## config.mk

```make
export PLATFORM = sky130hd
export DESIGN_NAME = fifo_reader
export DESIGN_NICKNAME = d
export VERILOG_FILES = /design/src/rtl/fifo_pkg.sv /design/src/rtl/fifo_rd_skid.sv /design/src/rtl/fifo_reader.sv
export SDC_FILE = /design/constraint.sdc
export NUM_CORES = 1
export LEC_CHECK = 0
export BUFFER_PORTS_ARGS = -buffer_cell sky130_fd_sc_hd__buf_2
export CAP_MARGIN = 10
export CORE_ASPECT_RATIO = 1.4
export CORE_UTILIZATION = 30
export CTS_CLUSTER_SIZE = 30
export DETAILED_ROUTE_END_ITERATION = 7
export PLACE_DENSITY = 0.45
export SYNTH_ARGS = -nofsm -noshare
export SYNTH_HDL_FRONTEND = slang
export SYNTH_SLANG_ARGS = --single-unit
```

## constraint.sdc

```tcl
create_clock -name clk -period 3.26 [get_ports clk]
set_input_delay 0.163 -clock clk [delete_from_list [all_inputs] [get_ports clk]]
set_output_delay 0.163 -clock clk [all_outputs]
set_load 0.01 [all_outputs]
```

## src/rtl/fifo_pkg.sv

```systemverilog
// Shared constants and pointer helpers for the 10-entry byte FIFO and its drain logic.
package fifo_pkg;

    localparam int DEPTH = 10;
    localparam int PTR_W = 4;
    localparam int DW    = 8;

    function automatic logic [PTR_W-1:0] ptr_inc(input logic [PTR_W-1:0] p);
        return (p == PTR_W'(DEPTH)) ? PTR_W'(1) : p + PTR_W'(1);
    endfunction

    // Pointers run 1..DEPTH, so equal pointers mean either empty or full.
    function automatic logic [PTR_W:0] occupancy(input logic [PTR_W-1:0] wr,
                                                 input logic [PTR_W-1:0] rd,
                                                 input logic             full);
        logic signed [PTR_W:0] diff;
        diff = $signed({1'b0, wr}) - $signed({1'b0, rd});
        if (diff < 0)
            diff = diff + $signed((PTR_W+1)'(DEPTH));
        if (wr == rd)
            return full ? (PTR_W+1)'(DEPTH) : '0;
        return $unsigned(diff);
    endfunction

endpackage

```

## src/rtl/fifo_rd_skid.sv

```systemverilog
// Small circular output buffer presenting captured FIFO bytes on a valid/ready stream.
module fifo_rd_skid
    import fifo_pkg::*;
#(
    parameter int BUF_DEPTH = 2,
    localparam int IDX_W    = (BUF_DEPTH > 1) ? $clog2(BUF_DEPTH) : 1,
    localparam int CNT_W    = $clog2(BUF_DEPTH + 1)
) (
    input  logic             clk,
    input  logic             rst_n,
    input  logic             i_push,
    input  logic [DW-1:0]    i_din,
    output logic [DW-1:0]    o_m_data,
    output logic             o_m_valid,
    input  logic             i_m_ready,
    output logic [CNT_W-1:0] o_cnt
);

    logic [DW-1:0]    r_mem [BUF_DEPTH];
    logic [IDX_W-1:0] r_head;
    logic [IDX_W-1:0] r_tail;
    logic [CNT_W-1:0] r_cnt;
    logic             w_pop;

    function automatic logic [IDX_W-1:0] idx_inc(input logic [IDX_W-1:0] i);
        return (i == IDX_W'(BUF_DEPTH - 1)) ? '0 : i + IDX_W'(1);
    endfunction

    assign w_pop     = o_m_valid && i_m_ready;
    assign o_m_valid = (r_cnt != '0);
    assign o_m_data  = r_mem[r_head];
    assign o_cnt     = r_cnt;

    always_ff @(posedge clk or negedge rst_n) begin
        if (!rst_n) begin
            for (int i = 0; i < BUF_DEPTH; i++)
                r_mem[i] <= '0;
            r_head <= '0;
            r_tail <= '0;
            r_cnt  <= '0;
        end else begin
            if (i_push) begin
                r_mem[r_tail] <= i_din;
                r_tail        <= idx_inc(r_tail);
            end
            if (w_pop)
                r_head <= idx_inc(r_head);
            r_cnt <= r_cnt + CNT_W'(i_push) - CNT_W'(w_pop);
        end
    end

endmodule

```

## src/rtl/fifo_reader.sv

```systemverilog
// Drain side of the byte FIFO: tracks fill level from the pointers, issues reads and streams bytes out.
module fifo_reader
    import fifo_pkg::*;
#(
    parameter int BUF_DEPTH = 2,
    localparam int CNT_W    = $clog2(BUF_DEPTH + 1)
) (
    input  logic             clk,
    input  logic             rst_n,
    input  logic             en,
    input  logic [PTR_W-1:0] wrptr,
    input  logic [PTR_W-1:0] rdptr,
    input  logic [DW-1:0]    fifo_dout,
    output logic             rd,
    output logic [DW-1:0]    m_data,
    output logic             m_valid,
    input  logic             m_ready,
    output logic [15:0]      byte_cnt
);

    logic [PTR_W-1:0] r_wr_prev;
    logic [PTR_W-1:0] r_rd_prev;
    logic             r_full;
    logic             r_rd_p0;
    logic             r_rd_p1;
    logic [15:0]      r_byte_cnt;

    logic             w_wr_chg;
    logic             w_rd_chg;
    logic [PTR_W:0]   w_occ;
    logic [CNT_W-1:0] w_buf_cnt;
    logic [CNT_W:0]   w_load;
    logic             w_pop;
    logic             w_issue;

    assign w_wr_chg = (wrptr != r_wr_prev);
    assign w_rd_chg = (rdptr != r_rd_prev);
    assign w_occ    = occupancy(wrptr, rdptr, r_full);
    assign w_pop    = m_valid && m_ready;

    // Slots already claimed: buffered bytes plus the read issued now and the one landing now.
    assign w_load   = {1'b0, w_buf_cnt} + (CNT_W+1)'(r_rd_p0) + (CNT_W+1)'(r_rd_p1)
                    - (CNT_W+1)'(w_pop);
    assign w_issue  = en && (w_occ > (PTR_W+1)'(r_rd_p0))
                    && (w_load < (CNT_W+1)'(BUF_DEPTH));

    always_ff @(posedge clk or negedge rst_n) begin
        if (!rst_n) begin
            r_wr_prev  <= '0;
            r_rd_prev  <= '0;
            r_full     <= 1'b0;
            r_rd_p0    <= 1'b0;
            r_rd_p1    <= 1'b0;
            r_byte_cnt <= '0;
        end else begin
            r_wr_prev <= wrptr;
            r_rd_prev <= rdptr;
            if (w_wr_chg && !w_rd_chg && (wrptr == rdptr))
                r_full <= 1'b1;
            else if (w_rd_chg && !w_wr_chg)
                r_full <= 1'b0;
            // p0: read strobe to the FIFO; p1: its registered data is valid this cycle.
            r_rd_p0 <= w_issue;
            r_rd_p1 <= r_rd_p0;
            if (w_pop)
                r_byte_cnt <= r_byte_cnt + 16'd1;
        end
    end

    fifo_rd_skid #(.BUF_DEPTH(BUF_DEPTH)) u_skid (
        .clk       (clk),
        .rst_n     (rst_n),
        .i_push    (r_rd_p1),
        .i_din     (fifo_dout),
        .o_m_data  (m_data),
        .o_m_valid (m_valid),
        .i_m_ready (m_ready),
        .o_cnt     (w_buf_cnt)
    );

    assign rd       = r_rd_p0;
    assign byte_cnt = r_byte_cnt;

endmodule

```

# [Yosys cells after proc, flatten, opt, wreduce, memory -nomap -nowiden]
# Index checks and enable logic that the tools add are counted.
# Widths: inputs -> output; s select.
[word_totals] ff_bits=47 elab_cells=58 output_inout_bits=26 in_bits=20
[op_classes] n_mux=15 reduce_logical=11 addsub=10 order_cmp=6 eq_ne=3 n_bitwise=2
[ops] op="$mux 8" n=4
[ops] op="$add 16x1->16 const B" n=1
[ops] op="$bwmux 16" n=1
[ops] op="$mux 5" n=3
[ops] op="$demux 8 s1" n=1
[ops] op="$ne 4x4->1" n=2
[ops] op="$logic_and 1x1->1" n=7
[ops] op="$add 5x5->5 const B" n=1
[ops] op="$gt 5x1->1" n=1
[ops] op="$lt 5x1->1 const B" n=1
[ops] op="$mux 1" n=5
[ops] op="$sub 4x4->5" n=1
[ops] op="$eq 4x4->1" n=1
[ops] op="$ge 2x2->1 const B" n=2
[ops] op="$mux 4" n=1
[ops] op="$not 1->2" n=2
[ops] op="$reduce_bool 2->1" n=2
[ops] op="$add 2x1->3" n=1
[ops] op="$add 3x1->3" n=1
[ops] op="$lt 3x2->1 const B" n=1
[ops] op="$sub 3x1->3" n=1
[ops] op="$add 1x1->1 const B" n=2
[ops] op="$add 2x1->2" n=1
[ops] op="$logic_not 1->1" n=2
[ops] op="2 further kinds" n=2

# [Depth between registers and ports, before layout]
# Gate-level depths: netlist (run 1).
[depth] ltp_word=7 mapped_depth=11 ltp_nobuf=10

# [Cells and area by module]
# From an unflattened synthesis (run 1), not the netlist that was laid out.
[unflattened] cells_unflattened=188 area_unflattened_um2=2361.0
[modules_own_cells] module="fifo_reader" cells_per_inst=130 instances=1 area_each_um2=1447.6 seq_area_each_um2=675.6
[modules_own_cells] module="fifo_rd_skid" cells_per_inst=58 instances=1 area_each_um2=913.4 seq_area_each_um2=500.5

# [Worst setup path after synthesis (run 1)]
# No wires, ideal clock.
[synth_path] path_kind="register to register" from="register u_skid.r_cnt[1], in the netlist u_skid.o_cnt[1]" to="register r_rd_p0, in the netlist rd" arrival_time_ns=2.398 setup_ns=0.104 path_stages_with_launch=12 slack_ns=0.759 n_path_buf=1 required_ns=3.156 period_less_slack_ns=2.501 path_cell_list="dfrtp_1 -> o21a_1 -> buf_4 -> ha_1 -> inv_1 -> ha_1 -> a21o_1 -> fa_1 -> xor2_1 -> nand3b_1 -> or2_2 -> o41ai_2"
[synth_between] elab_chain_cells=5 word_cells_on_any_way=7 cone_classes="3 x add/sub; 1 x order compare; 3 x reduce/logical"
[synth_rtl] element="start, declared" line="fifo_rd_skid.sv:22" text="logic [CNT_W-1:0] r_cnt;"
[synth_rtl] element="start signal, assigned" line="fifo_rd_skid.sv:48" text="r_cnt <= r_cnt + CNT_W'(i_push) - CNT_W'(w_pop);"
[synth_rtl] element="$reduce_bool 2->1" line="fifo_rd_skid.sv:30" text="assign o_m_valid = (r_cnt != '0);"
[synth_rtl] element="$logic_and 1x1->1"
[synth_rtl] element="named net u_skid.w_pop" line="fifo_rd_skid.sv:23" text="logic w_pop;"
[synth_rtl] element="$sub 3x1->3" line="fifo_reader.sv:43" text="- (CNT_W+1)'(w_pop);"
[synth_rtl] element="$lt 3x2->1" line="fifo_reader.sv:45" text="&& (w_load < (CNT_W+1)'(BUF_DEPTH));"
[synth_rtl] element="$logic_and 1x1->1" line="fifo_reader.sv:45"
[synth_rtl] element="named net w_issue" line="fifo_reader.sv:34" text="logic w_issue;"
[synth_rtl] element="end signal, assigned" line="fifo_reader.sv:63" text="r_rd_p0 <= w_issue;"
[synth_rtl] element="end, declared" line="fifo_reader.sv:24" text="logic r_rd_p0;"
# The timed path passes the listed nets, and every way through them passes these cells.
# A chain may end at the register's enable or synchronous reset.

# [Worst setup path in the final report (run 1)]
[layout_path] from="input wrptr[0]" to="register r_rd_p0, in the netlist rd"
[layout_between] elab_chain_cells=7 word_cells_on_any_way=10 cone_classes="2 x add/sub; 2 x order compare; 1 x eq/ne; 3 x mux; 2 x reduce/logical"
[layout_rtl] element="start, declared" line="fifo_reader.sv:11" text="input logic [PTR_W-1:0] wrptr,"
[layout_rtl] element="$sub 4x4->5" line="fifo_pkg.sv:17" text="diff = $signed({1'b0, wr}) - $signed({1'b0, rd});"
[layout_rtl] element="$add 5x5->5 or $lt 5x1->1 (tied branches)" line="fifo_pkg.sv:19, fifo_pkg.sv:18"
[layout_rtl] element="$mux 5" line="fifo_pkg.sv:18" text="if (diff < 0)"
[layout_rtl] element="$mux 5 *" line="fifo_pkg.sv:22" text="return $unsigned(diff);"
[layout_rtl] element="$gt 5x1->1 *" line="fifo_reader.sv:44" text="assign w_issue = en && (w_occ > (PTR_W+1)'(r_rd_p0))"
[layout_rtl] element="$logic_and 1x1->1 *" line="fifo_reader.sv:44"
[layout_rtl] element="$logic_and 1x1->1 *" line="fifo_reader.sv:45"
[layout_rtl] element="named net w_issue" line="fifo_reader.sv:34"
# The timed path passes the listed nets; every way through them passes the cells marked *.

==> flow_summary.toml, run 1 <==
[timing]
worst_slew_pin_slew_ns = 0.611
relSlewSlack = 0.593
period_share = 0.812
setup-tns-final_ns = 0
hold_slack_ns = 0.0123
drv_slew = 0
period_needed_ns = 2.65
fmax_mhz = 378
fin_skew_ns = 0.00717
rsz0062_at_grt = "false"
setup_viol = 0
hold_viol_final = 0

[run]
max-cap-violations = 0

[finish]
syn2layout_area_growth_pct = 21.4
nFillCells = 750
drive_above_1_share = 0.358
final_util = 0.381
final_area_um2 = 2820
final-seq-area_um2 = 1180
nNetsFinal = 272
multi_input_area_um2 = 1070
n_antenna_cell = 0

[floorplan]
die_h_um = 106
ios = 46
die_area_um2 = 8100
core_area_um2 = 7410
initial_utilization = 0.314
die_width_um = 76.4
fp-row-count = 37

[clocking]
htreeDepth = 2
root_buffer = "clkbuf_8"
clockBufferDepth = 2
cts_resized = 0
numCtsBuffers = 5
clk_pin_slew_ns = 0.09
clock_latency_ns = 0.30
cts_tree = "done"
cts.sinks = 47

[synthesis]
synthSimpleGateAreaFrac = 0.105
synth_fa_ha_area_frac = 0.0765
synth-seq-cells = 47
muxShareOfSynthArea = 0.121
synth_top_area_cell = "dfrtp_1"
ys_seq_area_frac = 0.506
synth_top_family_by_area = "multiplexers"
yosysWarnings = 0
synth.distinct_cells = 37
synth_compound_area_frac = 0.0480
syn_avg_cell_area_um2 = 12.5
synth_xor_area_frac = 0.109
netlist_area_um2 = 2320
synth_top_area_share = 0.506
synthTopCellsByArea = "dfrtp_1, mux2_2, xnor2_1"
synth_fp_nets = 219
syn_inst = 186

[setup_path]
critPathKind = "in -> reg"
end_kind = "register"
critPathMaxStageDelay_ns = 0.53
start_kind = "primary input"
worst_ep_arrival_time_ns = 2.85
cp_num_buf_inv = 4
critPathSlowestCell = "dlygate4sd3_1"
path_cells = "dlygate4sd3_1 > buf_2 > inv_1 > ha_1 > inv_1 > fa_1 > xor2_1 > ha_1 > and3b_1 > a221o_1 > o221a_2 > o41ai_2"
critPathRequiredTime_ns = 3.46
critPathTopFamily = "adder cells"
worstPathMaxFanout = 4

[drt]
post_drt_wl_per_cell_um = 13.3
wl_um = 4470
first_pass_iters = 4
vias = 1523
final_antenna_net_count = 0
routed_via_density = 4.52
initialDrtViolationCount = 25
drcViolationCount = 0

[placement]
hpwl_um = 3380
place_area_um2 = 2650
gp_congestion = 0.753
io_buffers = 45

[global_routing]
grt_busiest_layer = "met2"
antenna_found_initial = 0
grtUsageMet2 = 0.204
grt_pass1_wl_um = 7420
grt_usage = 0.117
first_global_vias = 1498
grt_max_degree = 28
grt_overflow = 0
grtUsageMet3 = 0.0249
grtUsageMet1 = 0.141

[pwr]
power.leakage_nw = 1.35
ir_drop_uv = 282
power.density_nw_per_um2 = 761

[outcome]
outcome = "finished clean"

[min_path]
hp-class = "in -> reg"
==> layout by cell type (no fill, tap or decap), types with 2 or more instances in the layout <==
cell / netlist / final
a21o_1: 2 / 2
mux2_2: 25 / 25
dfrtp_1: 47 / 47
buf_4: 1 / 2
dlygate4sd3_1: 0 / 5
nor2_1: 2 / 2
ha_1: 11 / 11
and3_1: 2 / 2
fa_1: 2 / 2
nor3_1: 2 / 2
nand4_1: 6 / 6
o21a_1: 2 / 2
xnor2_1: 18 / 18
and3b_1: 2 / 2
and4_1: 3 / 3
clkbuf_8: 0 / 6
buf_2: 2 / 45
a21oi_1: 3 / 3
nand2_1: 8 / 8
inv_1: 11 / 11
nand3b_1: 2 / 2
xor2_1: 11 / 11
nand3_1: 7 / 7
==> per-stage QoR <==
step / std cells / power, mW / setup slack [ns]
after floorplan: 186 / 1.45 / 0.759
after global placement: 324 / 1.70 / 0.822
after detailed placement: 324 / 1.71 / 0.797
after CTS: 335 / 2.19 / 0.594
after global routing: 337 / 2.30 / 0.509
final: 337 / 2.14 / 0.614
==> cells by family after synthesis <==
family / count (synthesis)
multiplexers: 25
buffers and inverters: 17
XOR/XNOR: 29
flip-flops: 47
AND/OR/NAND/NOR: 41
AO/OA/AOI/OAI: 14
adder cells (fa/ha/maj): 13
==> Yosys cell counts <==
cell / number
mux2_2: 25
nand3_1: 7
o22a_2: 1
dfrtp_1: 47
o21a_1: 2
a21boi_0: 1
clkbuf_1: 2
a221o_1: 1
nor4_1: 1
nand3b_1: 2
nand4_1: 6
inv_1: 11
and2_1: 1
buf_2: 2
or2_2: 1
nor2_2: 1
and3_1: 2
and4_2: 1
and3b_1: 2
o221a_2: 1
nand2_1: 8
fa_1: 2
and4_1: 3
o41ai_2: 1
buf_6: 1
a21oi_1: 3
nor2_1: 2
buf_4: 1
or3b_1: 1
a21o_1: 2
o22ai_1: 1
o21ai_0: 1
nor3_1: 2
ha_1: 11
xnor2_1: 18
nor4b_1: 1
xor2_1: 11
==> path summary, 6_finish.rpt <==
path	depth (start not counted)	slack, ns	from	end
worst min-delay path	1	0.01	rdptr[3]	r_rd_prev[3]
worst min register to register	0	0.46	rd	r_rd_p1
min in group asynchronous	2	0.41	rst_n	byte_cnt[4]
worst max register to register	10	0.78	u_skid.o_cnt[1]	rd
worst max-delay path	12	0.61	wrptr[0]	rd
max in group asynchronous	3	2.15	rst_n	u_skid.r_mem[7]
==> state kept, by name, indices dropped and copies added (netlist names) <==
| signal | cells |
|---|---|
| rd | 1 |
| u_skid.r_tail | 1 |
| byte_cnt | 16 |
| r_rd_p1 | 1 |
| r_wr_prev | 4 |
| r_rd_prev | 4 |
| u_skid.o_cnt | 2 |
| r_full | 1 |
| u_skid.r_head | 1 |
| u_skid.r_mem | 16 |
==> metal layers <==
layer	vias to the layer above	wire length [um]
met5	-	0
li1	753	-
met4	0	73
met1	733	1910
met3	6	165
met2	31	2320
==> where the power goes <==
group          leakage (nW)  internal [mW]  switching, mW
registers             0.582          0.765          0.153
logic                 0.704          0.428          0.343
clock network        0.0618          0.252          0.204
total                  1.35           1.45          0.700
==> what timing repair did <==
action,in CTS,in global routing
hold endpoints to repair,28,2
buffers inserted,0,0
endpoints found under the setup margin,0,0
hold buffers,3,2
==> area by class of cell <==
cell class                      count  area share
Timing Repair Buffer               52       0.103
Multi-Input combinational cell    122       0.379
Clock buffer                        6      0.0293
Sequential cell                    47       0.417
Inverter                           11      0.0146
Clock inverter                      2      0.0138
Tap cell                           97      0.0431
(Power assumes the default switching activity.)
==> run 2, diff against run 1 <==
ABC_AREA = 1   (was unset)
PLACE_DENSITY = 0.46   (was 0.45)
clock period = 2.3 ns   (was 3.26 ns; I/O delays follow)
==> flow_summary.toml, run 2 <==
[global_routing]
first_global_vias = 1822
grt_overflow = 0
antenna_found_initial = 0
grt_usage = 0.133
grt_max_degree = 24
grt_pass1_wl_um = 8600

[setup_path]
r2r_cells = 12
worstPathMaxFanout = 2
crit_start = "u_skid.o_cnt[0]"
critPathRequiredTime_ns = 2.54
endpoint = "rd"
worst_ep_arrival_time_ns = 2.47
rrSetupSlack_ns = 0.06
start_kind = "register"
critPathKind = "reg -> reg"
worstReg2RegEnd = "rd"
r2r-start = "u_skid.o_cnt[0]"
end_kind = "register"

[drt]
final_antenna_net_count = 0
vias = 1915
post_drt_wl_per_cell_um = 11.6
routed_via_density = 4.30
initialDrtViolationCount = 71
first_pass_iters = 4
drcViolationCount = 0
wl_um = 5160

[pwr]
p_total_mw = 3.28
power.leakage_nw = 1.67
power.density_nw_per_um2 = 1070
ir_drop_uv = 503

[clocking]
clk_pin_slew_ns = 0.09
htreeDepth = 2
cts_tree = "done"
root_buffer = "clkbuf_8"
cts.sinks = 47
clock_latency_ns = 0.30
clockBufferDepth = 2
numCtsBuffers = 5

[synthesis]
synthTopCellsByArea = "dfrtp_1, nand2_1, inv_1"
synth_fp_nets = 315
synth_top_area_share = 0.476
synthTopCellsByCount = "nand2_1, dfrtp_1, inv_1"
synth_edf_count = 0
synth.distinct_cells = 29
synth-seq-cells = 47
synth_top_area_cell = "dfrtp_1"
ys_async_sr_fraction = 1.00
syn_inst = 282
synth-main-ff-cell = "dfrtp_1"
synth_most_common_cell = "nand2_1"
netlist_area_um2 = 2470
syn_avg_cell_area_um2 = 8.75
yosysWarnings = 0
ys_seq_area_frac = 0.476

[timing]
fin_skew_ns = 0.00738
fmax_mhz = 447
drv_slew = 0
worst_slew_pin_slew_ns = 0.554
layout_setup_ws_ns = 0.0641
setup-tns-final_ns = 0
hold_viol_final = 0
setup_viol = 0
period_share = 0.972
relSlewSlack = 0.631
rsz0062_at_grt = "true"
period_needed_ns = 2.24

[finish]
multi_input_area_um2 = 1130
final_cell_mix = "nand2_1, dfrtp_1, buf_2, inv_1, o21ai_0"
final-seq-area_um2 = 1180
layout_commonest_cell = "nand2_1"
syn2layout_area_growth_pct = 24.6
nFillCells = 842
drive_above_1_share = 0.229
n_antenna_cell = 0
final_util = 0.392
nNetsFinal = 378

[floorplan]
die_width_um = 78.7
die_h_um = 109
initial_utilization = 0.315
ios = 46
core_area_um2 = 7850
die_area_um2 = 8600
fp-row-count = 38

[placement]
place_ws_ns = 0.0545
hpwl_um = 3820
gp_congestion = 0.720
io_buffers = 45

[run]
max-cap-violations = 0

[min_path]
hp-class = "in -> reg"

[outcome]
outcome = "finished clean"
==> run 2: power by group <==
part / total, mW / leakage (nW) / internal (mW) / switching (mW)
Clock: 0.600 / 0.0513 / 0.319 / 0.281
Sequential: 1.35 / 0.568 / 1.11 / 0.240
Combinational: 1.33 / 1.05 / 0.589 / 0.741
Total: 3.28 / 1.67 / 2.02 / 1.26
==> run 2: stage by stage <==
| step | std cells | instance area (um2) | hold WS (ns) |
|---|---|---|---|
| floorplan | 282 | 2480 | -0.181 |
| global route | 445 | 3080 | 0.0553 |
| detailed placement | 426 | 2830 | 0.143 |
| finish | 445 | 3080 | 0.0519 |
| CTS | 442 | 3030 | 0.0504 |
| global placement | 426 | 2830 | 0.138 |
==> run 2: area by class of cell <==
cell class                 instances  share of cell area
clock buffer                       6              0.0236
clock inverter                     1             0.00976
sequential                        47               0.382
timing repair buffer              62               0.122
multi-input combinational        185               0.366
inverter                          44              0.0553
tap                              100              0.0407
==> run 2: critical path: stages, from the launching register on <==
cell      delay [ns]
dfrtp_1         0.40
inv_2           0.08
nand2_4         0.05
nand2_4         0.07
clkinv_4        0.05
ha_4            0.25
inv_2           0.04
ha_4            0.22
a21o_1          0.19
fa_1            0.47
a21oi_1         0.12
o211ai_1        0.10
a21oi_1         0.12
==> run 2: metal layers <==
layer | vias up | wire (um) | track usage
met1 | 887 | 2390 | 0.165
met3 | 6 | 138 | 0.0224
li1 | 998 | - | -
met2 | 24 | 2520 | 0.221
met4 | 0 | 112 | 0.0675
met5 | - | 0 | 0
==> run 2: worst min-delay path by stage <==
| stage | from | to | slack (ns) | depth (start not counted) |
|---|---|---|---|---|
| 3_5_place_dp | rst_n | r_rd_prev[3] | 0.14 | 1 |
| 3_3_place_gp | rst_n | r_rd_prev[3] | 0.14 | 1 |
| 2_1_floorplan | rst_n | byte_cnt[0] | -0.18 | 0 |
| 5_1_grt | en | rd | 0.06 | 3 |
| 6_report | en | rd | 0.05 | 3 |
| 4_1_cts | fifo_dout[5] | u_skid.r_mem[13] | 0.05 | 3 |
==> run 2: kinds of logic after synthesis <==
group,Yosys count,share of synthesized area
AND/OR/NAND/NOR,120,0.230
XOR/XNOR,22,0.0811
buffers and inverters,50,0.0780
flip-flops,47,0.476
adder cells (fa/ha/maj),13,0.0720
AO/OA/AOI/OAI,30,0.0628
==> run 2: repair_timing <==
action / 4_1_cts / 5_1_grt
gates resized for setup: 0 / 7
buffers inserted: 0 / 3
hold buffers: 9 / 0
endpoints found under the hold margin: 29 / 0
setup endpoints to repair: 0 / 1
==> run 3, diff against run 2 <==
==> constraint.sdc (replaced) <==
create_clock -name clk -period 2.3 [get_ports clk]
set_input_delay 0.46 -clock clk [delete_from_list [all_inputs] [get_ports clk]]
set_output_delay 0.46 -clock clk [all_outputs]
set_load 0.01 [all_outputs]
==> flow_summary.toml, run 3 (same netlist as run 2, synthesis figures left out) <==
[timing]
hold_viol_final = 0
relSlewSlack = 0.676
period_needed_ns = 2.21
worst_slew_pin_slew_ns = 0.485
fin_skew_ns = 0.00542
fmax_mhz = 453
rsz0062_at_grt = "false"
setup_viol = 0
period_share = 0.959
drv_slew = 0

[setup_path]
critPathSlowestCell = "fa_2"
path_cells = "inv_2 > nand2_4 > nand2_4 > clkinv_4 > ha_4 > inv_2 > ha_4 > a21o_1 > fa_2 > a21oi_2 > o211ai_1 > a21oi_1"
r2r_cells = 12
start_kind = "register"
worstPathMaxFanout = 2
critPathRequiredTime_ns = 2.53
end_kind = "register"
critPathTopFamily = "adder cells"
r2r-start = "u_skid.o_cnt[0]"
worstReg2RegEnd = "rd"
cp_num_buf_inv = 3
worst_ep_arrival_time_ns = 2.43
critPathKind = "reg -> reg"
rrSetupSlack_ns = 0.09
critPathMaxStageDelay_ns = 0.46

[pwr]
power.leakage_nw = 1.66
p_total_mw = 3.22
power.density_nw_per_um2 = 1070
ir_drop_uv = 487

[floorplan]
die_width_um = 78.7
die_h_um = 109
ios = 46
fp-row-count = 38
initial_utilization = 0.315
core_area_um2 = 7850
die_area_um2 = 8600

[finish]
layout_commonest_cell = "nand2_1"
finalNonFillerCells = 443
drive_above_1_share = 0.254
n_antenna_cell = 0
syn2layout_area_growth_pct = 22.2
nNetsFinal = 375
final_util = 0.385
final_cell_mix = "nand2_1, dfrtp_1, buf_2, inv_1, o21ai_0"

[global_routing]
grtUsageMet3 = 0.0199
antenna_found_initial = 0
grt_pass1_wl_um = 8780
grt_usage = 0.132
first_global_vias = 1947
grtUsageMet2 = 0.226
grt_overflow = 0
grtUsageMet1 = 0.165
grt_busiest_layer = "met2"
grt_max_degree = 19

[clocking]
cts.sinks = 47
ctsHoldBuffers = 0
clockBufferDepth = 2
clock_latency_ns = 0.30
root_buffer = "clkbuf_8"
clk_pin_slew_ns = 0.09
cts_tree = "done"
htreeDepth = 2
numCtsBuffers = 5

[drt]
drcViolationCount = 0
post_drt_wl_per_cell_um = 11.4
vias = 1867
initialDrtViolationCount = 98
wl_um = 5040
first_pass_iters = 4
final_antenna_net_count = 0
routed_via_density = 4.21

[placement]
gp_congestion = 0.765
io_buffers = 45
dp.cells = 431
hpwl_um = 3770

[outcome]
outcome = "finished clean"

[run]
max-cap-violations = 0

[min_path]
hp-class = "in -> async"
==> run 3: routing by layer <==
| layer | vias up | wire length (um) |
|---|---|---|
| met1 | 844 | 2390 |
| met5 | - | 0 |
| met4 | 0 | 92 |
| met3 | 7 | 162 |
| met2 | 24 | 2400 |
| li1 | 992 | - |
==> run 3: final cells by class <==
| cell class | instances | area (um2) |
|---|---|---|
| fillers | 841 | 4830 |
| flip-flops and latches | 47 | 1180 |
| multi-input cells | 185 | 1130 |
| repair buffers | 59 | 330 |
| inverters | 44 | 170 |
| well taps | 100 | 125 |
| clock buffers | 5 | 68.8 |
| clock inverters | 3 | 15.0 |
==> run 3: worst max-delay path by stage <==
stage | startpoint | to | slack [ns] | depth (start not counted)
CTS | u_skid.o_cnt[1] | rd | 0.007 | 12
global placement | wrptr[0] | rd | -0.006 | 16
floorplan | u_skid.o_cnt[1] | rd | -0.08 | 13
finish | u_skid.o_cnt[0] | rd | 0.09 | 12
detailed placement | wrptr[0] | rd | -0.05 | 16
global route | u_skid.o_cnt[0] | rd | 0.001 | 12
==> run 3: where the power goes <==
part           switching, mW  internal, mW
Sequential             0.213          1.11
Clock                  0.291         0.209
Combinational          0.780         0.618
Total                   1.28          1.94
==> run 3: stage by stage <==
stage          setup TNS (ns)  worst slack [ns]  instance area [um2]  hold WS, ns
6_report                    0            0.0938                 3020       0.0464
5_1_grt                     0           0.00146                 3020       0.0573
4_1_cts                     0           0.00748                 2990       0.0493
3_5_place_dp          -0.0501           -0.0501                 2870        0.382
3_3_place_gp         -0.00604          -0.00604                 2870        0.381
2_1_floorplan         -0.0761           -0.0761                 2480        0.164
==> run 3: repair_timing <==
action | CTS | global route
setup endpoints to repair | 1 | 1
pin swaps | 6 | 7
resized for setup | 4 | 2
setup buffers | 1 | 3
gates cloned | 0 | 0
